`src/rtl/multicycle_control_fsm_pkg.sv`:
```
// Shared encodings for the multicycle RISC-V control path: state codes, ALU op codes,
// datapath mux select codes and the opcodes the sequencer recognises.
package multicycle_control_fsm_pkg;

    typedef enum logic [3:0] {
        S_IDLE      = 4'd0,
        S_FETCH     = 4'd1,
        S_DECODE    = 4'd2,
        S_MEM_ADDR  = 4'd3,
        S_MEM_READ  = 4'd4,
        S_MEM_WB    = 4'd5,
        S_MEM_WRITE = 4'd6,
        S_EXEC_R    = 4'd7,
        S_EXEC_I    = 4'd8,
        S_LUI       = 4'd9,
        S_ALU_WB    = 4'd10,
        S_BRANCH    = 4'd11,
        S_JAL       = 4'd12,
        S_HALT      = 4'd13
    } state_t;

    localparam logic [2:0] ALU_OP_R   = 3'b000;
    localparam logic [2:0] ALU_OP_I   = 3'b001;
    localparam logic [2:0] ALU_OP_ADD = 3'b010;
    localparam logic [2:0] ALU_OP_SUB = 3'b011;
    localparam logic [2:0] ALU_OP_LUI = 3'b111;

    localparam logic [1:0] SRC_A_PC     = 2'b00;
    localparam logic [1:0] SRC_A_OLD_PC = 2'b01;
    localparam logic [1:0] SRC_A_RS1    = 2'b10;

    localparam logic [1:0] SRC_B_RS2  = 2'b00;
    localparam logic [1:0] SRC_B_FOUR = 2'b01;
    localparam logic [1:0] SRC_B_IMM  = 2'b10;

    localparam logic [1:0] RES_ALUOUT = 2'b00;
    localparam logic [1:0] RES_MEM    = 2'b01;
    localparam logic [1:0] RES_ALU    = 2'b10;

    localparam logic [6:0] OPC_LOAD   = 7'b0000011;
    localparam logic [6:0] OPC_STORE  = 7'b0100011;
    localparam logic [6:0] OPC_RTYPE  = 7'b0110011;
    localparam logic [6:0] OPC_ITYPE  = 7'b0010011;
    localparam logic [6:0] OPC_LUI    = 7'b0110111;
    localparam logic [6:0] OPC_BRANCH = 7'b1100011;
    localparam logic [6:0] OPC_JAL    = 7'b1101111;

    // States that hold a memory access open and are therefore guarded by the wait timer.
    function automatic logic is_wait_state(input state_t s);
        return (s == S_FETCH) || (s == S_MEM_READ) || (s == S_MEM_WRITE);
    endfunction

endpackage

```
`src/rtl/multicycle_control_fsm_mem_wait_timer.sv`:
```
// Down-counter that flags the WAIT_LIMIT-th consecutive cycle a memory access is stalled.
// Reloaded on entry to each waiting state; terminal count is combinational.
module mem_wait_timer #(
    parameter int WAIT_LIMIT = 15
) (
    input  logic i_clk,
    input  logic i_reset,
    input  logic i_clear,
    input  logic i_count,
    output logic o_timeout
);

    localparam int CW = (WAIT_LIMIT > 1) ? $clog2(WAIT_LIMIT) : 1;
    localparam logic [CW-1:0] LOAD_VAL = CW'(WAIT_LIMIT - 1);

    logic [CW-1:0] r_cnt;

    always_ff @(posedge i_clk or posedge i_reset) begin
        if (i_reset) begin
            r_cnt <= LOAD_VAL;
        end else if (i_clear) begin
            r_cnt <= LOAD_VAL;
        end else if (i_count && (r_cnt != '0)) begin
            r_cnt <= r_cnt - CW'(1);
        end
    end

    // Reaching zero while still stalled means this is the last tolerated low cycle.
    assign o_timeout = i_count && (r_cnt == '0);

endmodule

```
`src/rtl/multicycle_control_fsm.sv`:
```
// Main sequencer of the multicycle RISC-V core: state register, next-state/output decode,
// memory-wait watchdog and retired-instruction counter.
//
//  state       | meaning
//  ------------+-----------------------------------------------------------
//  IDLE        | post-reset bubble, all outputs idle
//  FETCH       | read instruction at PC, PC <= PC+4 when memory ready
//  DECODE      | ALUOut <= oldPC+imm (branch/jump target), dispatch on opcode
//  MEM_ADDR    | ALUOut <= rs1+imm (load/store address)
//  MEM_READ    | load data read, wait for ready
//  MEM_WB      | write loaded data to rd
//  MEM_WRITE   | store, wait for ready
//  EXEC_R      | R-type ALU operation
//  EXEC_I      | I-type ALU operation
//  LUI         | pass immediate through ALU
//  ALU_WB      | write ALUOut to rd
//  BRANCH      | BEQ compare, PC <= target when equal
//  JAL         | PC <= target, ALUOut <= oldPC+4
//  HALT        | memory timed out, frozen until reset
module multicycle_control_fsm
    import multicycle_control_fsm_pkg::*;
#(
    parameter int CNT_WIDTH  = 32,
    parameter int WAIT_LIMIT = 15
) (
    input  logic                 clk,
    input  logic                 reset,
    input  logic [6:0]           opcode_i,
    input  logic                 zero_i,
    input  logic                 mem_ready_i,
    output logic                 PC_Write_o,
    output logic                 IR_Write_o,
    output logic [1:0]           ALU_Src_A_o,
    output logic [1:0]           ALU_Src_B_o,
    output logic [2:0]           ALU_Op_o,
    output logic                 Reg_Write_o,
    output logic                 Mem_Read_o,
    output logic                 Mem_Write_o,
    output logic [1:0]           Result_Src_o,
    output logic                 illegal_o,
    output logic                 error_o,
    output logic [CNT_WIDTH-1:0] retired_o
);

    state_t                 r_state;
    state_t                 w_next;
    logic                   w_timeout;
    logic                   w_wait_clear;
    logic                   w_wait_count;
    logic                   w_retire;
    logic                   r_error;
    logic [CNT_WIDTH-1:0]   r_retired;

    assign w_wait_count = is_wait_state(r_state) && !mem_ready_i;
    assign w_wait_clear = is_wait_state(w_next) && (w_next != r_state);

    mem_wait_timer #(
        .WAIT_LIMIT (WAIT_LIMIT)
    ) u_wait_timer (
        .i_clk     (clk),
        .i_reset   (reset),
        .i_clear   (w_wait_clear),
        .i_count   (w_wait_count),
        .o_timeout (w_timeout)
    );

    always_ff @(posedge clk or posedge reset) begin
        if (reset) begin
            r_state <= S_IDLE;
        end else begin
            r_state <= w_next;
        end
    end

    always_comb begin
        w_next       = r_state;
        PC_Write_o   = 1'b0;
        IR_Write_o   = 1'b0;
        ALU_Src_A_o  = SRC_A_PC;
        ALU_Src_B_o  = SRC_B_RS2;
        ALU_Op_o     = ALU_OP_R;
        Reg_Write_o  = 1'b0;
        Mem_Read_o   = 1'b0;
        Mem_Write_o  = 1'b0;
        Result_Src_o = RES_ALUOUT;
        illegal_o    = 1'b0;

        case (r_state)
            S_IDLE: begin
                w_next = S_FETCH;
            end
            S_FETCH: begin
                ALU_Src_A_o  = SRC_A_PC;
                ALU_Src_B_o  = SRC_B_FOUR;
                ALU_Op_o     = ALU_OP_ADD;
                Mem_Read_o   = 1'b1;
                Result_Src_o = RES_ALU;
                IR_Write_o   = mem_ready_i;
                PC_Write_o   = mem_ready_i;
                if (mem_ready_i) begin
                    w_next = S_DECODE;
                end else if (w_timeout) begin
                    w_next = S_HALT;
                end
            end
            S_DECODE: begin
                ALU_Src_A_o = SRC_A_OLD_PC;
                ALU_Src_B_o = SRC_B_IMM;
                ALU_Op_o    = ALU_OP_ADD;
                case (opcode_i)
                    OPC_LOAD, OPC_STORE: w_next = S_MEM_ADDR;
                    OPC_RTYPE:           w_next = S_EXEC_R;
                    OPC_ITYPE:           w_next = S_EXEC_I;
                    OPC_LUI:             w_next = S_LUI;
                    OPC_BRANCH:          w_next = S_BRANCH;
                    OPC_JAL:             w_next = S_JAL;
                    default: begin
                        illegal_o = 1'b1;
                        w_next    = S_FETCH;
                    end
                endcase
            end
            S_MEM_ADDR: begin
                ALU_Src_A_o = SRC_A_RS1;
                ALU_Src_B_o = SRC_B_IMM;
                ALU_Op_o    = ALU_OP_ADD;
                w_next      = (opcode_i == OPC_STORE) ? S_MEM_WRITE : S_MEM_READ;
            end
            S_MEM_READ: begin
                Mem_Read_o = 1'b1;
                if (mem_ready_i) begin
                    w_next = S_MEM_WB;
                end else if (w_timeout) begin
                    w_next = S_HALT;
                end
            end
            S_MEM_WB: begin
                Reg_Write_o  = 1'b1;
                Result_Src_o = RES_MEM;
                w_next       = S_FETCH;
            end
            S_MEM_WRITE: begin
                Mem_Write_o = 1'b1;
                if (mem_ready_i) begin
                    w_next = S_FETCH;
                end else if (w_timeout) begin
                    w_next = S_HALT;
                end
            end
            S_EXEC_R: begin
                ALU_Src_A_o = SRC_A_RS1;
                ALU_Src_B_o = SRC_B_RS2;
                ALU_Op_o    = ALU_OP_R;
                w_next      = S_ALU_WB;
            end
            S_EXEC_I: begin
                ALU_Src_A_o = SRC_A_RS1;
                ALU_Src_B_o = SRC_B_IMM;
                ALU_Op_o    = ALU_OP_I;
                w_next      = S_ALU_WB;
            end
            S_LUI: begin
                ALU_Src_A_o = SRC_A_RS1;
                ALU_Src_B_o = SRC_B_IMM;
                ALU_Op_o    = ALU_OP_LUI;
                w_next      = S_ALU_WB;
            end
            S_ALU_WB: begin
                Reg_Write_o  = 1'b1;
                Result_Src_o = RES_ALUOUT;
                w_next       = S_FETCH;
            end
            S_BRANCH: begin
                ALU_Src_A_o  = SRC_A_RS1;
                ALU_Src_B_o  = SRC_B_RS2;
                ALU_Op_o     = ALU_OP_SUB;
                Result_Src_o = RES_ALUOUT;
                PC_Write_o   = zero_i;
                w_next       = S_FETCH;
            end
            S_JAL: begin
                // Target computed in DECODE is loaded now; ALU re-forms oldPC+4 as the link value.
                ALU_Src_A_o  = SRC_A_OLD_PC;
                ALU_Src_B_o  = SRC_B_FOUR;
                ALU_Op_o     = ALU_OP_ADD;
                Result_Src_o = RES_ALUOUT;
                PC_Write_o   = 1'b1;
                w_next       = S_ALU_WB;
            end
            S_HALT: begin
                w_next = S_HALT;
            end
            default: begin
                w_next = S_IDLE;
            end
        endcase
    end

    assign w_retire = (r_state == S_MEM_WB) || (r_state == S_ALU_WB) || (r_state == S_BRANCH)
                      || ((r_state == S_MEM_WRITE) && mem_ready_i);

    always_ff @(posedge clk or posedge reset) begin
        if (reset) begin
            r_retired <= '0;
            r_error   <= 1'b0;
        end else begin
            if (w_retire) begin
                r_retired <= r_retired + CNT_WIDTH'(1);
            end
            if (w_timeout) begin
                r_error <= 1'b1;
            end
        end
    end

    assign retired_o = r_retired;
    assign error_o   = r_error;

endmodule

```
`config.mk`:
```
export PLATFORM = sky130hd
export DESIGN_NAME = multicycle_control_fsm
export DESIGN_NICKNAME = d
export VERILOG_FILES = /design/src/rtl/multicycle_control_fsm_pkg.sv /design/src/rtl/multicycle_control_fsm_mem_wait_timer.sv /design/src/rtl/multicycle_control_fsm.sv
export SDC_FILE = /design/constraint.sdc
export NUM_CORES = 1
export LEC_CHECK = 0
export CORE_MARGIN = 3
export CORE_UTILIZATION = 53
export DETAILED_ROUTE_END_ITERATION = 16
export GPL_TIMING_DRIVEN = 0
export PLACE_DENSITY = 0.92
export REMOVE_ABC_BUFFERS = 1
export SLEW_MARGIN = 25
export SYNTH_ARGS = -nofsm -noshare
export SYNTH_HDL_FRONTEND = slang
export SYNTH_HIERARCHICAL = 1
export SYNTH_SLANG_ARGS = --single-unit
```
`constraint.sdc`:
```
create_clock -name clk -period 4.4 [get_ports clk]
set_input_delay 0.88 -clock clk [delete_from_list [all_inputs] [get_ports clk]]
set_output_delay 0.88 -clock clk [all_outputs]
set_load 0.005 [all_outputs]
```
==> flow_metrics.env, run 1 <==
export IMPL_outcome="complete, no violations"
export IMPL_multi_input_area_um2=1310
export IMPL_ys_seq_area_share_pct=42.5
export IMPL_stdcell_area_um2=3150
export IMPL_core_area_um2=4200
export IMPL_fin_crit_sh_pct=87.2
export IMPL_layout_drive_gt1_share_pct=7.72
export IMPL_synth_most_common_cell="dfrtp_1"
export IMPL_antenna_cells=0
export IMPL_fmax_ghz=0.261
export IMPL_setup_viol_count_final=0
export IMPL_yosysTopAreaCell="dfrtp_1"
export IMPL_start_kind="input port"
export IMPL_fin_cells=361
export IMPL_min_path_type="reg2reg"
export IMPL_htreeDepth=2
export IMPL_grt_max_degree=38
export IMPL_cts_resized=0
export IMPL_fillers=305
export IMPL_placed_cell_area_um2=3030
export IMPL_synthTopCellsByCount="dfrtp_1, xnor2_1, nand2_1"
export IMPL_met2_usage_pct=38.1
export IMPL_maxSlewViolCount=0
export IMPL_regArea_um2=1030
export IMPL_cts_root_buf="clkbuf_8"
export IMPL_clk_insertion_delay_late_ns=0.29
export IMPL_leakagePower_nw=1.22
export IMPL_cts_buffers=5
export IMPL_grt_pass1_vias=2065
export IMPL_hpwlAfterDp_um=4130
export IMPL_pin_count=59
export IMPL_arrival_ns=4.02
export IMPL_synth_seq_cells=41
export IMPL_intPower_w=0.000949
export IMPL_syn_avg_cell_area_um2=9.47
export IMPL_finalCriticalPeriod_ns=3.84
export IMPL_dp_cells=353
export IMPL_rsz0062_at_grt="no"
export IMPL_yosysTopAreaCellShare_pct=39.2
export IMPL_vias=2113
export IMPL_area_growth_pct=30.0
export IMPL_synth_area_leaders="dfrtp_1, xnor2_1, nand2_1"
export IMPL_die_h_um=73.6
export IMPL_gr_usage_all_layers_pct=22.0
export IMPL_fin_nets=323
export IMPL_comb_power_share_pct=41.2
export IMPL_ant_nets=0
export IMPL_drv_cap=0
export IMPL_fin_setup_tns_ns=0
export IMPL_die_area_um2=5420
export IMPL_end_kind="register"
export IMPL_cts_path_max_buffers=2
export IMPL_gr_max_usage_layer="met2"
export IMPL_setup_ws_ns=0.562
export IMPL_rows=23
export IMPL_grt_util_met1_pct=28.1
export IMPL_synth_edf_count=0
export IMPL_remaining_drc_errors=0
export IMPL_netlist_area_um2=2420
export IMPL_fin_skew_ns=0.00931
export IMPL_viasPerCell=5.85
export IMPL_grt_pass1_wl_um=9400
export IMPL_ys_flop_type="dfrtp_1"
export IMPL_async_flop_share_pct=100
export IMPL_worst_pin_slew_ns=0.775
export IMPL_die_width_um=73.6
export IMPL_path_clk_slew_ns=0.08
export IMPL_wl_um=5650
export IMPL_start_util_pct=57.7
export IMPL_power_share_switching_pct=35.7
export IMPL_powerDensity_nw_per_um2=468
export IMPL_post_cts_setup_buffers=0
export IMPL_path_class="in2reg"
export IMPL_cts_sinks=41
export IMPL_first_iter_violations=115
export IMPL_ys_warn_count=6
export IMPL_holdBufCountCts=0
export IMPL_yosys_cell_types_count=51
export IMPL_pwr_share_seq_pct=37.4
export IMPL_place_worst_setup_slack_ns=0.330
export IMPL_switchingPower_w=0.000527
export IMPL_portBuffers=58
export IMPL_fin_hold_ws_ns=0.474
export IMPL_place_gp_congestion=0.858
export IMPL_vdd_drop_max_v=0.000368
export IMPL_cts_tree="yes"
export IMPL_synthCells=256
export IMPL_drt_first_pass_iters=4
export IMPL_hold_viol=0
export IMPL_relSlewSlack_pct=48.2
export IMPL_cp_required_ns=4.58
export IMPL_use_met3_pct=4.24
export IMPL_routedWlPerCell_um=15.7
export IMPL_clkPwrFrac_pct=21.3
export IMPL_antenna_found_initial=0
export IMPL_cp_max_fo=9
export IMPL_grt_ovfl_total=0
-- cell type report --
type / count / area share (%)
multi-input combinational: 192 / 41.6
sequential: 41 / 32.7
timing repair buffer: 59 / 18.6
clock inverter: 2 / 1.19
clock buffer: 6 / 2.62
tap: 50 / 1.98
inverter: 11 / 1.31
-- stage by stage --
step	util, %	power [W]
after floorplan	-	0.000886
after global placement	71.6	0.00114
after detailed placement	72.2	0.00116
after CTS	75.0	0.00148
after global routing	75.0	0.00157
final	75.0	0.00148
-- state kept, by name, indices dropped and copies added, names as in the netlist --
register	flops
u_wait_timer/r_cnt	4
retired_o	32
r_state	4
error_o	1
-- final timing paths --
path / end / from / slack, ns / cells after the start
setup / recovery: u_wait_timer/r_cnt[0] / mem_ready_i / 0.56 / 10
hold / removal: retired_o[31] / retired_o[31] / 0.47 / 1
setup reg to reg: u_wait_timer/r_cnt[0] / r_state[2] / 0.68 / 11
hold reg to reg: retired_o[31] / retired_o[31] / 0.47 / 1
max in group asynchronous: r_state[0] / reset / 2.85 / 2
min in group asynchronous: u_wait_timer/r_cnt[0] / reset / 0.82 / 2
-- power groups by stage --
| stage | clock, W | sequential, W | combinational (W) |
|---|---|---|---|
| floorplan | 0 | 0.000530 | 0.000356 |
| global placement | 0 | 0.000554 | 0.000583 |
| detailed placement | 0 | 0.000557 | 0.000607 |
| CTS | 0.000318 | 0.000550 | 0.000610 |
| global route | 0.000335 | 0.000569 | 0.000671 |
| finish | 0.000315 | 0.000553 | 0.000608 |
-- cell usage in the layout, fill, tap and decap left out, drive strengths merged, types with 2 or more instances in the layout --
| cell type | instances |
|---|---|
| nor2 | 16 |
| dfrtp | 38 |
| o311a | 2 |
| nand2 | 23 |
| o21ai | 7 |
| ha | 2 |
| xnor2 | 28 |
| and2 | 3 |
| nor3b | 4 |
| nor3 | 6 |
| a21o | 2 |
| nand4 | 12 |
| and3 | 6 |
| xor2 | 3 |
| a211oi | 5 |
| clkdlybuf4s50 | 58 |
| nand3 | 12 |
| mux2 | 2 |
| a32oi | 3 |
| clkbuf | 6 |
| or4b | 2 |
| nand4b | 4 |
| and4 | 3 |
| o32ai | 4 |
| nand3b | 2 |
| a211o | 2 |
| nand2b | 11 |
| a21oi | 7 |
| nor2b | 8 |
| inv | 11 |
| dfstp | 3 |
-- per-layer routing --
| metal | share of wire [%] | routed length (um) |
|---|---|---|
| met1 | 42 | 2400 |
| met2 | 52 | 2920 |
| met3 | 4.9 | 278 |
| met4 | 0.96 | 54 |
| met5 | 0 | 0 |
-- critical path, stage by stage --
cell and delay, ns:
clkdlybuf4s50_1 0.55, nor3_1 0.50, nor3b_1 0.50, nor2_1 0.14, a32oi_1 0.22, o311a_1 0.25
a211oi_1 0.10, o32ai_2 0.50, nor2_1 0.09, mux2_2 0.27
-- cells by family (layout without fill, tap and decap cells) --
| family | count (synthesis) | after routing | share of synthesized area, % |
|---|---|---|---|
| XOR/XNOR | 31 | 31 | 11.2 |
| multiplexers | 3 | 3 | 1.34 |
| adder cells (fa/ha/maj) | 2 | 2 | 1.03 |
| flip-flops | 41 | 41 | 42.5 |
| AND/OR/NAND/NOR | 120 | 120 | 28.3 |
| buffers and inverters | 23 | 78 | 4.08 |
| AO/OA/AOI/OAI | 36 | 36 | 11.6 |
Note: power is estimated with default switching activity, not from simulation.
==> run 2, diff against run 1 <==
--- a/config.mk
+++ b/config.mk
@@ -6,13 +6,12 @@
 export NUM_CORES = 1
 export LEC_CHECK = 0
 export CORE_MARGIN = 3
-export CORE_UTILIZATION = 53
+export CORE_UTILIZATION = 54
 export DETAILED_ROUTE_END_ITERATION = 16
 export GPL_TIMING_DRIVEN = 0
-export PLACE_DENSITY = 0.92
+export PLACE_DENSITY_LB_ADDON = 0.08
 export REMOVE_ABC_BUFFERS = 1
 export SLEW_MARGIN = 25
 export SYNTH_ARGS = -nofsm -noshare
 export SYNTH_HDL_FRONTEND = slang
-export SYNTH_HIERARCHICAL = 1
 export SYNTH_SLANG_ARGS = --single-unit
==> flow_metrics.env, run 2 <==
export IMPL_outcome="complete, no violations"
export IMPL_placed_cell_area_um2=3060
export IMPL_met2_usage_pct=34.7
export IMPL_synth_seq_cells=41
export IMPL_stdcell_area_um2=3180
export IMPL_min_from="retired_o[31]"
export IMPL_synth_edf_count=0
export IMPL_end_kind="primary output"
export IMPL_power_w=0.00151
export IMPL_yosysTopAreaCell="dfrtp_1"
export IMPL_die_area_um2=5400
export IMPL_remaining_drc_errors=0
export IMPL_die_h_um=73.5
export IMPL_drt_first_pass_iters=4
export IMPL_reg2reg_from="r_state[2]"
export IMPL_synth_most_common_cell="dfrtp_1"
export IMPL_critical_path_cell_chain="clkdlybuf4s50_1 -> and4b_1 -> nand2_1 -> o21ai_0 -> a21oi_1 -> clkdlybuf4s50_1"
export IMPL_first_iter_violations=60
export IMPL_gr_max_usage_layer="met2"
export IMPL_fin_cells=362
export IMPL_synth_top_family_by_area="simple AND/OR/NAND/NOR gates"
export IMPL_cts_resized=0
export IMPL_grt_ovfl_total=0
export IMPL_place_gp_congestion=0.870
export IMPL_path_clk_slew_ns=0.08
export IMPL_largest_reg_flops=32
export IMPL_async_flop_share_pct=100
export IMPL_hold_viol=0
export IMPL_cts_tree="yes"
export IMPL_fmax_ghz=0.291
export IMPL_arrival_ns=2.56
export IMPL_cp_required_ns=3.52
export IMPL_die_width_um=73.5
export IMPL_path_class="in2out"
export IMPL_clk_insertion_delay_late_ns=0.29
export IMPL_min_path_type="reg2reg"
export IMPL_cp_max_fo=8
export IMPL_leakagePower_nw=1.30
export IMPL_rows=23
export IMPL_netlist_area_um2=2460
export IMPL_cts_buffers=5
export IMPL_start_kind="input port"
export IMPL_synth_xor_area_share_pct=11.0
export IMPL_htreeDepth=2
export IMPL_cts_path_max_buffers=2
export IMPL_antenna_found_initial=0
export IMPL_post_cts_setup_buffers=0
export IMPL_fin_crit_sh_pct=78.1
export IMPL_mostFrequentLayoutCells="clkdlybuf4s50_1, dfrtp_1, xnor2_1"
export IMPL_worst_path_largest_cell_delay_ns=0.58
export IMPL_grt_max_degree=25
export IMPL_area_growth_pct=29.4
export IMPL_min_to="retired_o[31]"
export IMPL_switchingPower_w=0.000531
export IMPL_fin_hold_ws_ns=0.472
export IMPL_gr_usage_all_layers_pct=21.1
export IMPL_r2r_slack_ns=1.71
export IMPL_holdBufCountCts=0
export IMPL_ant_nets=0
export IMPL_dp_cells=354
export IMPL_ys_flop_type="dfrtp_1"
export IMPL_portBuffers=58
export IMPL_cp_num_buf_inv=2
export IMPL_whs_path_depth=1
export IMPL_comb_power_share_pct=42.7
export IMPL_powerDensity_nw_per_um2=476
export IMPL_rsz0062_at_grt="no"
export IMPL_vias=2094
export IMPL_antenna_cells=0
export IMPL_synthAdderAreaFrac_pct=1.93
export IMPL_hpwlAfterDp_um=4150
export IMPL_ys_seq_area_share_pct=41.9
export IMPL_relSlewSlack_pct=59.6
export IMPL_cp_top_family="buffers and inverters"
export IMPL_cts_sinks=41
export IMPL_critPathMostFrequentCell="clkdlybuf4s50_1"
export IMPL_pin_count=59
export IMPL_viasPerCell=5.78
export IMPL_fin_nets=325
export IMPL_routedWlPerCell_um=14.7
export IMPL_synthSimpleGateAreaFrac_pct=26.8
export IMPL_vdd_drop_max_v=0.000344
export IMPL_grt_pass1_wl_um=9150
export IMPL_maxSlewViolCount=0
export IMPL_fin_skew_ns=0.00734
export IMPL_grt_util_met1_pct=29.3
export IMPL_power_share_switching_pct=35.1
export IMPL_synth_area_leaders="dfrtp_1, xnor2_1, nand2_1"
export IMPL_wl_um=5320
export IMPL_intPower_w=0.000983
export IMPL_yosysTopAreaCellShare_pct=38.7
export IMPL_cts_root_buf="clkbuf_8"
export IMPL_reg2reg_depth=6
export IMPL_drv_cap=0
export IMPL_synth_compound_area_share_pct=12.9
export IMPL_finalCriticalPeriod_ns=3.44
export IMPL_worst_pin_slew_ns=0.606
export IMPL_synthTopCellsByCount="dfrtp_1, xnor2_1, nand2_1"
export IMPL_clkPwrFrac_pct=20.5
export IMPL_pwr_share_seq_pct=36.8
export IMPL_critPathSlowestCell="clkdlybuf4s50_1"
export IMPL_layout_drive_gt1_share_pct=8.33
export IMPL_synth_mux_area_share_pct=0.916
export IMPL_yosys_cell_types_count=57
export IMPL_grt_pass1_vias=1953
export IMPL_fin_setup_tns_ns=0
export IMPL_ys_warn_count=0
export IMPL_core_area_um2=4200
export IMPL_r2r_end="retired_o[28]"
export IMPL_syn_avg_cell_area_um2=9.60
export IMPL_final_common_cell="clkdlybuf4s50_1"
export IMPL_synthCells=256
export IMPL_start_util_pct=58.5
export IMPL_setup_viol_count_final=0
export IMPL_use_met3_pct=3.56
[run 2: how the worst max path moves through the flow]
stage                      from                     to  slack, ns  cells past startpoint
floorplan           opcode_i[3]  u_wait_timer.r_cnt[0]       1.92                      5
global placement    opcode_i[4]              illegal_o       0.95                      6
detailed placement  mem_ready_i          retired_o[28]       0.92                      7
CTS                 opcode_i[4]              illegal_o       0.96                      6
global route        opcode_i[4]              illegal_o       0.82                      6
finish              opcode_i[4]              illegal_o       0.96                      6
[run 2: cell type report]
type | count | area, um^2
fill | 314 | 1020
timing repair buffer | 59 | 608
clock buffer | 7 | 86.3
multi-input combinational | 192 | 1320
sequential | 41 | 1030
inverter | 12 | 45.0
clock inverter | 1 | 30.0
tap | 50 | 62.6
[run 2: metal layers]
metal / part of all wire (%) / up-vias
met4: 0.68 / 0
met1: 45 / 1013
li1: - / 1034
met3: 3.7 / 6
met5: 0 / -
met2: 51 / 41
[run 2: power by group through the flow]
stage | Sequential [W] | Clock (W) | Combinational, W
finish | 0.000557 | 0.000311 | 0.000646
CTS | 0.000555 | 0.000318 | 0.000653
detailed placement | 0.000563 | 0 | 0.000649
global placement | 0.000561 | 0 | 0.000634
floorplan | 0.000534 | 0 | 0.000390
global route | 0.000573 | 0.000331 | 0.000724
[run 2: cells by family after synthesis]
group	after synthesis
AO/OA/AOI/OAI	44
flip-flops	41
AND/OR/NAND/NOR	111
XOR/XNOR	31
multiplexers	2
adder cells (fa/ha/maj)	4
buffers and inverters	23
[run 2: stage by stage]
stage	setup WS [ns]	utilization [%]
floorplan	1.92	-
global placement	0.953	72.2
detailed placement	0.921	72.9
CTS	0.957	75.7
global route	0.817	75.7
finish	0.962	75.7
[run 2: worst register-to-register path, cell delays in order, from the launching register on]
cell and delay, ns:
dfrtp_1 0.73, and4bb_1 0.32, o21ai_0 0.20, a211oi_2 0.56, and4_1 0.47, nand4_1 0.15, xnor2_1 0.15
